$ cat src/rtl/arp_sequencer_if.sv
// Sample-stream and quarter-sine BRAM port bundle for arp_sequencer.
// The master side drives the BRAM address/enable and the PWM sample stream.
interface arp_sequencer_if;
  logic        bram_en;
  logic [7:0]  bram_addr;
  logic [10:0] bram_dout;
  logic [10:0] sample;
  logic        sample_valid;

  modport master (
    output bram_en,
    output bram_addr,
    input  bram_dout,
    output sample,
    output sample_valid
  );

  modport slave (
    input  bram_en,
    input  bram_addr,
    output bram_dout,
    input  sample,
    input  sample_valid
  );
endinterface

$ cat src/rtl/arp_sequencer.sv
// Quarter-sine DDS tone generator with a four-note arpeggiator.
// Define ARP_PATTERN_UPDOWN_EN for ping-pong note order; default order wraps 0..3.
module arp_sequencer #(
  parameter int unsigned DIV_BASE  = 746,
  parameter int unsigned NOTE_HOLD = 25000000
) (
  input  logic           CLK100MHZ,
  input  logic           CPU_RESETN,
  input  logic [7:0]     SW,
  input  logic           arp_toggle,
  arp_sequencer_if.master bus,
  output logic [1:0]     note,
  output logic           arp_on
);

  localparam int unsigned TW = $clog2(DIV_BASE + 256);
  localparam logic [26:0] HOLD_LAST = 27'(NOTE_HOLD - 1);

  typedef enum logic [2:0] {OFF, N0, N1, N2, N3} state_t;

  logic [TW-1:0] tick_cnt;
  logic [TW-1:0] period_last;
  logic [7:0]    sw_q;
  logic          tick;

  logic [9:0]    phase;
  logic [9:0]    phase_next;
  logic [3:0]    step;
  logic          q_hi;
  logic          addr_vld;
  logic [10:0]   half;
  logic [10:0]   sample_next;

  state_t        state;
  state_t        state_next;
  logic [26:0]   dwell;
  logic [26:0]   dwell_next;
  logic          dwell_last;
`ifdef ARP_PATTERN_UPDOWN_EN
  logic          dir_down;
  logic          dir_down_next;
`endif

  logic          unused_dout_lsb;
  assign unused_dout_lsb = bus.bram_dout[0];

  assign bus.bram_en = CPU_RESETN;

  // Terminal value follows the SW copy latched at the previous wrap.
  assign period_last = TW'(DIV_BASE) + TW'(sw_q) - TW'(1);
  assign tick        = (tick_cnt == period_last);

  always_comb begin
    step = 4'd4;
    case (note)
      2'd1:    step = 4'd5;
      2'd2:    step = 4'd6;
      2'd3:    step = 4'd8;
      default: step = 4'd4;
    endcase
  end

  assign phase_next  = phase + {6'd0, step};
  assign half        = {1'b0, bus.bram_dout[10:1]};
  assign sample_next = q_hi ? (11'd1024 - half) : (11'd1024 + half);

  // Pipeline: tick -> address (+1) -> sample strobe (+2).
  always_ff @(posedge CLK100MHZ or negedge CPU_RESETN) begin
    if (!CPU_RESETN) begin
      tick_cnt         <= '0;
      sw_q             <= '0;
      phase            <= '0;
      q_hi             <= 1'b0;
      addr_vld         <= 1'b0;
      bus.bram_addr    <= '0;
      bus.sample       <= 11'd1024;
      bus.sample_valid <= 1'b0;
    end else begin
      addr_vld         <= tick;
      bus.sample_valid <= addr_vld;
      if (tick) begin
        tick_cnt      <= '0;
        sw_q          <= SW;
        phase         <= phase_next;
        q_hi          <= phase_next[9];
        bus.bram_addr <= phase_next[8] ? ~phase_next[7:0] : phase_next[7:0];
      end else begin
        tick_cnt <= tick_cnt + TW'(1);
      end
      if (addr_vld) begin
        bus.sample <= sample_next;
      end
    end
  end

  always_ff @(posedge CLK100MHZ or negedge CPU_RESETN) begin
    if (!CPU_RESETN) begin
      state    <= OFF;
      dwell    <= '0;
`ifdef ARP_PATTERN_UPDOWN_EN
      dir_down <= 1'b0;
`endif
    end else begin
      state    <= state_next;
      dwell    <= dwell_next;
`ifdef ARP_PATTERN_UPDOWN_EN
      dir_down <= dir_down_next;
`endif
    end
  end

  assign dwell_last = (dwell == HOLD_LAST);

  always_comb begin
    state_next = state;
    dwell_next = dwell;
`ifdef ARP_PATTERN_UPDOWN_EN
    dir_down_next = dir_down;
`endif
    note   = 2'd0;
    arp_on = 1'b0;

    case (state)
      OFF: begin
`ifdef ARP_PATTERN_UPDOWN_EN
        dir_down_next = 1'b0;
`endif
        if (arp_toggle) begin
          state_next = N0;
          dwell_next = '0;
        end
      end
      N0, N1, N2, N3: begin
        arp_on = 1'b1;
        // Toggle takes priority over a coincident terminal count.
        if (arp_toggle) begin
          state_next = OFF;
          dwell_next = '0;
        end else if (dwell_last) begin
          dwell_next = '0;
`ifdef ARP_PATTERN_UPDOWN_EN
          case (state)
            N0: begin
              state_next    = N1;
              dir_down_next = 1'b0;
            end
            N1: begin
              state_next = dir_down ? N0 : N2;
              if (dir_down) dir_down_next = 1'b0;
            end
            N2:      state_next = dir_down ? N1 : N3;
            default: begin
              state_next    = N2;
              dir_down_next = 1'b1;
            end
          endcase
`else
          case (state)
            N0:      state_next = N1;
            N1:      state_next = N2;
            N2:      state_next = N3;
            default: state_next = N0;
          endcase
`endif
        end else begin
          dwell_next = dwell + 27'd1;
        end
      end
      default: begin
        state_next = OFF;
        dwell_next = '0;
      end
    endcase

    case (state)
      N1:      note = 2'd1;
      N2:      note = 2'd2;
      N3:      note = 2'd3;
      default: note = 2'd0;
    endcase
  end

endmodule

$ cat src/flat_wrapper.sv
// flat-port wrapper written by rule: the top's interface ports become plain ports
module arp_sequencer_flat 
#(
  parameter int unsigned DIV_BASE  = 746,
  parameter int unsigned NOTE_HOLD = 25000000
)
  (CLK100MHZ, CPU_RESETN, SW, arp_toggle, note, arp_on, bus_bram_en, bus_bram_addr, bus_bram_dout, bus_sample, bus_sample_valid);
  arp_sequencer_if bus_i ();
  input  logic CLK100MHZ;
  input  logic CPU_RESETN;
  input  logic [7:0] SW;
  input  logic arp_toggle;
  output logic [1:0] note;
  output logic arp_on;
  output wire logic [$bits(bus_i.bram_en)-1:0] bus_bram_en;
  output wire logic [$bits(bus_i.bram_addr)-1:0] bus_bram_addr;
  input wire logic [$bits(bus_i.bram_dout)-1:0] bus_bram_dout;
  output wire logic [$bits(bus_i.sample)-1:0] bus_sample;
  output wire logic [$bits(bus_i.sample_valid)-1:0] bus_sample_valid;
  assign bus_bram_en = bus_i.bram_en;
  assign bus_bram_addr = bus_i.bram_addr;
  assign bus_i.bram_dout = bus_bram_dout;
  assign bus_sample = bus_i.sample;
  assign bus_sample_valid = bus_i.sample_valid;
  arp_sequencer #(.DIV_BASE(DIV_BASE), .NOTE_HOLD(NOTE_HOLD)) u_core (.CLK100MHZ(CLK100MHZ), .CPU_RESETN(CPU_RESETN), .SW(SW), .arp_toggle(arp_toggle), .bus(bus_i), .note(note), .arp_on(arp_on));
endmodule
$ cat config.mk
export PLATFORM = sky130hd
export DESIGN_NAME = arp_sequencer_flat
export DESIGN_NICKNAME = d
export VERILOG_FILES = /design/src/rtl/arp_sequencer_if.sv /design/src/rtl/arp_sequencer.sv /design/src/flat_wrapper.sv
export SDC_FILE = /design/constraint.sdc
export NUM_CORES = 1
export LEC_CHECK = 0
export BUFFER_PORTS_ARGS = -buffer_cell sky130_fd_sc_hd__buf_2
export CORE_ASPECT_RATIO = 0.9
export CORE_MARGIN = 5
export CORE_UTILIZATION = 37
export DETAILED_ROUTE_END_ITERATION = 8
export GPL_TIMING_DRIVEN = 0
export PLACE_DENSITY = 0.62
export SYNTH_ARGS = -nofsm -noshare
export SYNTH_HDL_FRONTEND = slang
export SYNTH_SLANG_ARGS = --single-unit
$ cat constraint.sdc
create_clock -name CLK100MHZ -period 6.45 [get_ports CLK100MHZ]
set_clock_uncertainty 0.15 [all_clocks]
set_input_delay 1.6125 -clock CLK100MHZ [delete_from_list [all_inputs] [get_ports CLK100MHZ]]
set_output_delay 1.6125 -clock CLK100MHZ [all_outputs]
set_load 0.02 [all_outputs]
==> impl_metrics.json, run 1 <==
{
  "cp-start-kind": "input pin",
  "ys_seq_area_share_pct": 44.9,
  "die_x_um": 125,
  "cts_tree": "built",
  "n_fill_cell": 1099,
  "placementRows": 37,
  "yosys.cell_types.count": 55,
  "r2r-end": "u_core.bus.bram_addr[2]",
  "cp_data_arrival_time_ps": 2620,
  "yosysWarnings": 0,
  "grt_max_degree": 49,
  "cts_root_buf": "clkbuf_16",
  "grt_pass1_vias": 3444,
  "post-route-min-period_ps": 4380,
  "core_area_um2": 11500,
  "ctsResizeCount": 0,
  "min_to": "u_core.bus.sample_valid",
  "fin_tns_setup_ps": 0,
  "rrSetupSlack_ps": 2950,
  "drtAntennaViolNets": 0,
  "r2r-start": "u_core.state[2]",
  "layout_commonest_cell": "dfrtp_1",
  "synth_ff_type": "dfrtp_1",
  "cts_max_path_buffers": 2,
  "io_buffer_count": 43,
  "grt_first_pass_wirelength_um": 16400,
  "synth_area_um2": 4410,
  "path_clk_slew_ps": 60,
  "multi_input_area_um2": 2280,
  "peakVddDrop_uv": 120,
  "async_flop_share_pct": 100,
  "antenna_found_initial": 0,
  "numCtsBuffers": 9,
  "synthToLayoutAreaGrowth_pct": 16.8,
  "grt_usage_pct": 13.8,
  "path_max_fanout": 48,
  "layout.nets": 531,
  "place_inst": 645,
  "drc": 0,
  "placed_area_um2": 4850,
  "synth_nets": 476,
  "start_util_pct": 38.2,
  "pwr_density_cell_nw_per_um2": 207,
  "max_freq_ghz": 0.228,
  "diodes": 0,
  "routed_wl_um": 9390,
  "ff2ff_path_depth": 11,
  "ioPinCount": 46,
  "cts_sinks": 79,
  "drt-initial-drc-count": 249,
  "rsz0062_at_grt": "false",
  "min-delay-start": "u_core.addr_vld",
  "syn_avg_cell_area_um2": 9.90,
  "fin_crit_sh_pct": 67.9,
  "layout-drive-gt1-share_pct": 18.3,
  "max-cap-violations": 0,
  "drv_slew": 0,
  "status": "finished, final reports clean",
  "vias": 3419,
  "hold_viol_final": 0,
  "ctsHoldBuffers": 0,
  "die_area_um2": 14200,
  "hold_depth": 0,
  "min_path_type": "flop to flop",
  "via_per_inst": 5.18,
  "firstDrtPassIters": 4,
  "yosys_register_bits": 79,
  "setup_violations": 0,
  "syn_inst": 445,
  "overflow": 0,
  "wl_per_cell_um": 14.2,
  "regArea_um2": 1980,
  "worst_pin_slew_ps": 1260,
  "required_ps": 4690,
  "end_kind": "output port",
  "post-dp-hpwl_um": 6720,
  "slew_headroom_pct": 15.2,
  "post_cts_buffers": 0,
  "power.total_mw": 1.06,
  "die_h_um": 114,
  "leakagePower_nw": 2.21,
  "gp_congestion": 0.821,
  "final_area_um2": 5150,
  "layout_common_cells": "78 x dfrtp_1, 50 x nor2_1, 43 x buf_2",
  "clk_latency_ps": 330,
  "finalNonFillerCells": 660,
  "htree_levels": 3,
  "synth_edf_count": 0,
  "crit_type": "input pin to output port"
}
## flip-flops by register name (all words and copies together) (netlist names)
name	count
u_core.bus.sample	11
u_core.state	3
u_core.sw_q	8
u_core.bus.bram_addr	8
u_core.dwell	27
u_core.phase	9
u_core.bus.sample_valid	1
u_core.q_hi	1
u_core.addr_vld	1
u_core.tick_cnt	10
## cells in the mapped netlist, types with 3 or more instances
library cell   n  area share, %
and2_1         6           0.85
and3_1         4           0.57
ha_1           8            2.3
and4_1         5           0.99
nor4_1         5           0.71
xnor2_1       31            6.2
nand3b_1       3           0.51
nand3_1       25            2.8
a211oi_1       3           0.51
nor2b_1        5           0.71
mux2_2        10            2.6
nand2_1       31            2.6
or3_1          3           0.43
nand4_1       13            1.8
clkbuf_1      16            1.4
mux2_4         9            3.1
xor2_1        27            5.4
nor3_1         8           0.91
nor2_1        50            4.3
a31oi_1        4           0.57
a21oi_1       18            2.0
dfrtp_1       78             44
o31ai_1        6            1.0
inv_1          8           0.68
o21ai_0       31            3.5
## worst max-delay path, stage by stage
cell	delay (ps)
buf_4	380
buf_16	300
buf_4	150
buf_2	150
## report_power, final
| part | internal, mW | switching, mW | total (mW) |
|---|---|---|---|
| registers | 0.499 | 0.00296 | 0.502 |
| logic | 0.0176 | 0.0394 | 0.0570 |
| clock network | 0.318 | 0.188 | 0.506 |
| total | 0.834 | 0.231 | 1.06 |
## logic make-up (layout without fill, tap and decap cells)
| group | count (synthesis) | after routing | share of synthesized area (%) |
|---|---|---|---|
| AO/OA/AOI/OAI | 78 | 78 | 11.7 |
| adder cells (fa/ha/maj) | 9 | 9 | 2.73 |
| AND/OR/NAND/NOR | 170 | 170 | 19.7 |
| XOR/XNOR | 58 | 58 | 11.5 |
| buffers and inverters | 30 | 89 | 3.41 |
| multiplexers | 21 | 21 | 6.08 |
| flip-flops | 79 | 79 | 44.9 |
## routing by layer
metal	up-vias	part of all wire [%]	track usage, %
li1	1682	-	-
met1	1638	48	18.1
met2	82	46	22.6
met3	17	4.5	2.67
met4	0	1.7	5.27
met5	-	0	0
## worst max path at each step
stage / startpoint / endpoint / slack, ps / cells after the start
floorplan: CPU_RESETN / bus_bram_en / 2940 / 1
global placement: CPU_RESETN / bus_bram_en / 1240 / 3
detailed placement: CPU_RESETN / bus_bram_en / 2010 / 4
CTS: CPU_RESETN / bus_bram_en / 2020 / 4
global route: CPU_RESETN / bus_bram_en / 1900 / 4
finish: CPU_RESETN / bus_bram_en / 2070 / 4
## final cells by class
type,instances,area share (%)
Buffer,21,2.16
Clock buffer,12,4.98
Clock inverter,3,0.827
Inverter,9,0.754
Multi-Input combinational cell,336,44.3
Sequential cell,79,38.4
Tap cell,156,3.79
Timing Repair Buffer,44,4.77
## through the flow
stage               worst slack [ps]  util (%)  hold slack [ps]
finish                          2070      44.6              302
global route                    1900      44.6              334
CTS                             2020      44.6              308
detailed placement              2010      42.0              295
global placement                1240      41.8              306
floorplan                       2940         -              248
No activity file was read; power rests on OpenSTA's default activity.
==> inputs of run 2 (changes only) <==
PLACE_DENSITY = 0.64   (was 0.62)
clock period = 4 ns   (was 6.45 ns; I/O delays follow)
==> run 2 against run 1 <==
Effect of this change:
- cell count increased by 0.30%
- power increased by 57%
- critical path type is now flop to flop
- sequential cell count unchanged
- highest routed layer unchanged
- clock power increased by 51%
- clock-buffer cell count increased by 1
- register-to-register slack got worse by 2400 ps
==> impl_metrics.json, run 2 (synthesis gave the netlist of run 1 again) <==
{
  "io_buffer_count": 43,
  "leakagePower_nw": 2.21,
  "fin_crit_sh_pct": 86.0,
  "synthToLayoutAreaGrowth_pct": 16.4,
  "max-cap-violations": 0,
  "end_kind": "flop",
  "path_clk_slew_ps": 60,
  "cp_data_arrival_time_ps": 3500,
  "post_cts_buffers": 0,
  "die_area_um2": 14200,
  "dp_slack_ps": 552,
  "cp-start-kind": "flop",
  "cts_max_path_buffers": 2,
  "hold_viol_final": 0,
  "drtAntennaViolNets": 0,
  "layout_commonest_cell": "dfrtp_1",
  "vias": 3385,
  "worst_pin_slew_ps": 1010,
  "cts_root_buf": "clkbuf_16",
  "fin_util_pct": 44.5,
  "crit_type": "flop to flop",
  "min-delay-start": "u_core.addr_vld",
  "power.switching_mw": 0.381,
  "routed_wl_um": 8940,
  "ioPinCount": 46,
  "r2r-start": "u_core.state[2]",
  "placed_area_um2": 4850,
  "drt-initial-drc-count": 224,
  "path_max_fanout": 10,
  "pwr-share-seq_pct": 48.5,
  "setup_violations": 0,
  "p_sw_share_pct": 22.8,
  "gp_congestion": 0.807,
  "htree_levels": 3,
  "grt_usage_pct": 13.2,
  "slew_headroom_pct": 32.0,
  "rsz0062_at_grt": "false",
  "combinationalPowerShare_pct": 5.5,
  "placementRows": 37,
  "overflow": 0,
  "grt_max_degree": 51,
  "crit_start": "u_core.state[2]",
  "grt_pass1_vias": 3324,
  "drv_slew": 0,
  "cts_sinks": 79,
  "max_freq_ghz": 0.291,
  "firstDrtPassIters": 4,
  "drc": 0,
  "top_regs": "u_core.dwell (27), u_core.bus.sample (11), u_core.tick_cnt (10)",
  "ctsHoldBuffers": 0,
  "grt_first_pass_wirelength_um": 15900,
  "die_x_um": 125,
  "layout_common_cells": "78 x dfrtp_1, 50 x nor2_1, 43 x buf_2",
  "diodes": 0,
  "fin_tns_setup_ps": 0,
  "status": "finished, final reports clean",
  "largest_register_ffs": 27,
  "min_path_type": "flop to flop",
  "numCtsBuffers": 9,
  "cts_tree": "built",
  "clockPowerShare_pct": 45.9,
  "post-route-min-period_ps": 3440,
  "peakVddDrop_uv": 193,
  "final_area_um2": 5130,
  "wl_per_cell_um": 13.5,
  "core_area_um2": 11500,
  "top_register": "u_core.dwell",
  "ctsResizeCount": 0,
  "via_per_inst": 5.11,
  "post-dp-hpwl_um": 6370,
  "antenna_found_initial": 0,
  "die_h_um": 114,
  "p_int_mw": 1.29,
  "required_ps": 4070,
  "layout.nets": 532,
  "pwr_density_cell_nw_per_um2": 325,
  "setup_ws_ps": 561,
  "clk_latency_ps": 330,
  "start_util_pct": 38.2,
  "layout-drive-gt1-share_pct": 18.4
}
## run 2: worst paths after layout
kind	end	slack (ps)	cells past startpoint
worst max register to register	u_core.bus.bram_addr[3]	560	11
min in group asynchronous	u_core.sw_q[2]	450	1
worst max-delay path	u_core.bus.bram_addr[3]	560	11
max in group asynchronous	u_core.bus.sample[10]	2600	2
worst min register to register	u_core.bus.sample_valid	320	0
worst min-delay path	u_core.bus.sample_valid	320	0
## run 2: per-layer routing
layer / global-route usage, % / up-vias / routed length (um)
li1: - / 1687 / -
met1: 18.7 / 1610 / 4480
met2: 20.0 / 75 / 3870
met3: 2.90 / 13 / 440
met4: 4.62 / 0 / 147
met5: 0 / - / 0
## run 2: worst max-delay path, stage by stage (launching register included)
cell,delay [ps]
dfrtp_1,320
clkbuf_1,290
nand2b_1,200
nor2_1,60
ha_1,230
fa_1,420
a21oi_1,210
o21ai_0,190
and3_1,250
xnor2_1,580
xnor2_1,150
mux2_4,280
## run 2: power by group through the flow
| stage | clock network, mW | logic [mW] | registers [mW] |
|---|---|---|---|
| 6_report | 0.766 | 0.0925 | 0.809 |
| 5_1_grt | 0.825 | 0.106 | 0.809 |
| 4_1_cts | 0.791 | 0.0937 | 0.808 |
| 3_5_place_dp | 0 | 0.0933 | 0.823 |
| 3_3_place_gp | 0 | 0.0872 | 0.823 |
| 2_1_floorplan | 0 | 0.0454 | 0.822 |
## run 2: metrics by stage
step	cells	power, mW	hold WS [ps]
3_3_place_gp	644	0.910	310
2_1_floorplan	445	0.867	248
4_1_cts	661	1.69	324
5_1_grt	662	1.74	337
6_report	662	1.67	323
3_5_place_dp	645	0.916	316
## run 2: area by class of cell
type	instances	area, um^2
clock buffer	13	260
inverter	9	38.8
clock inverter	3	18.8
tap	156	195
buffer	21	111
fill	1093	6400
sequential	79	1980
multi-input combinational	336	2280
timing repair buffer	45	250
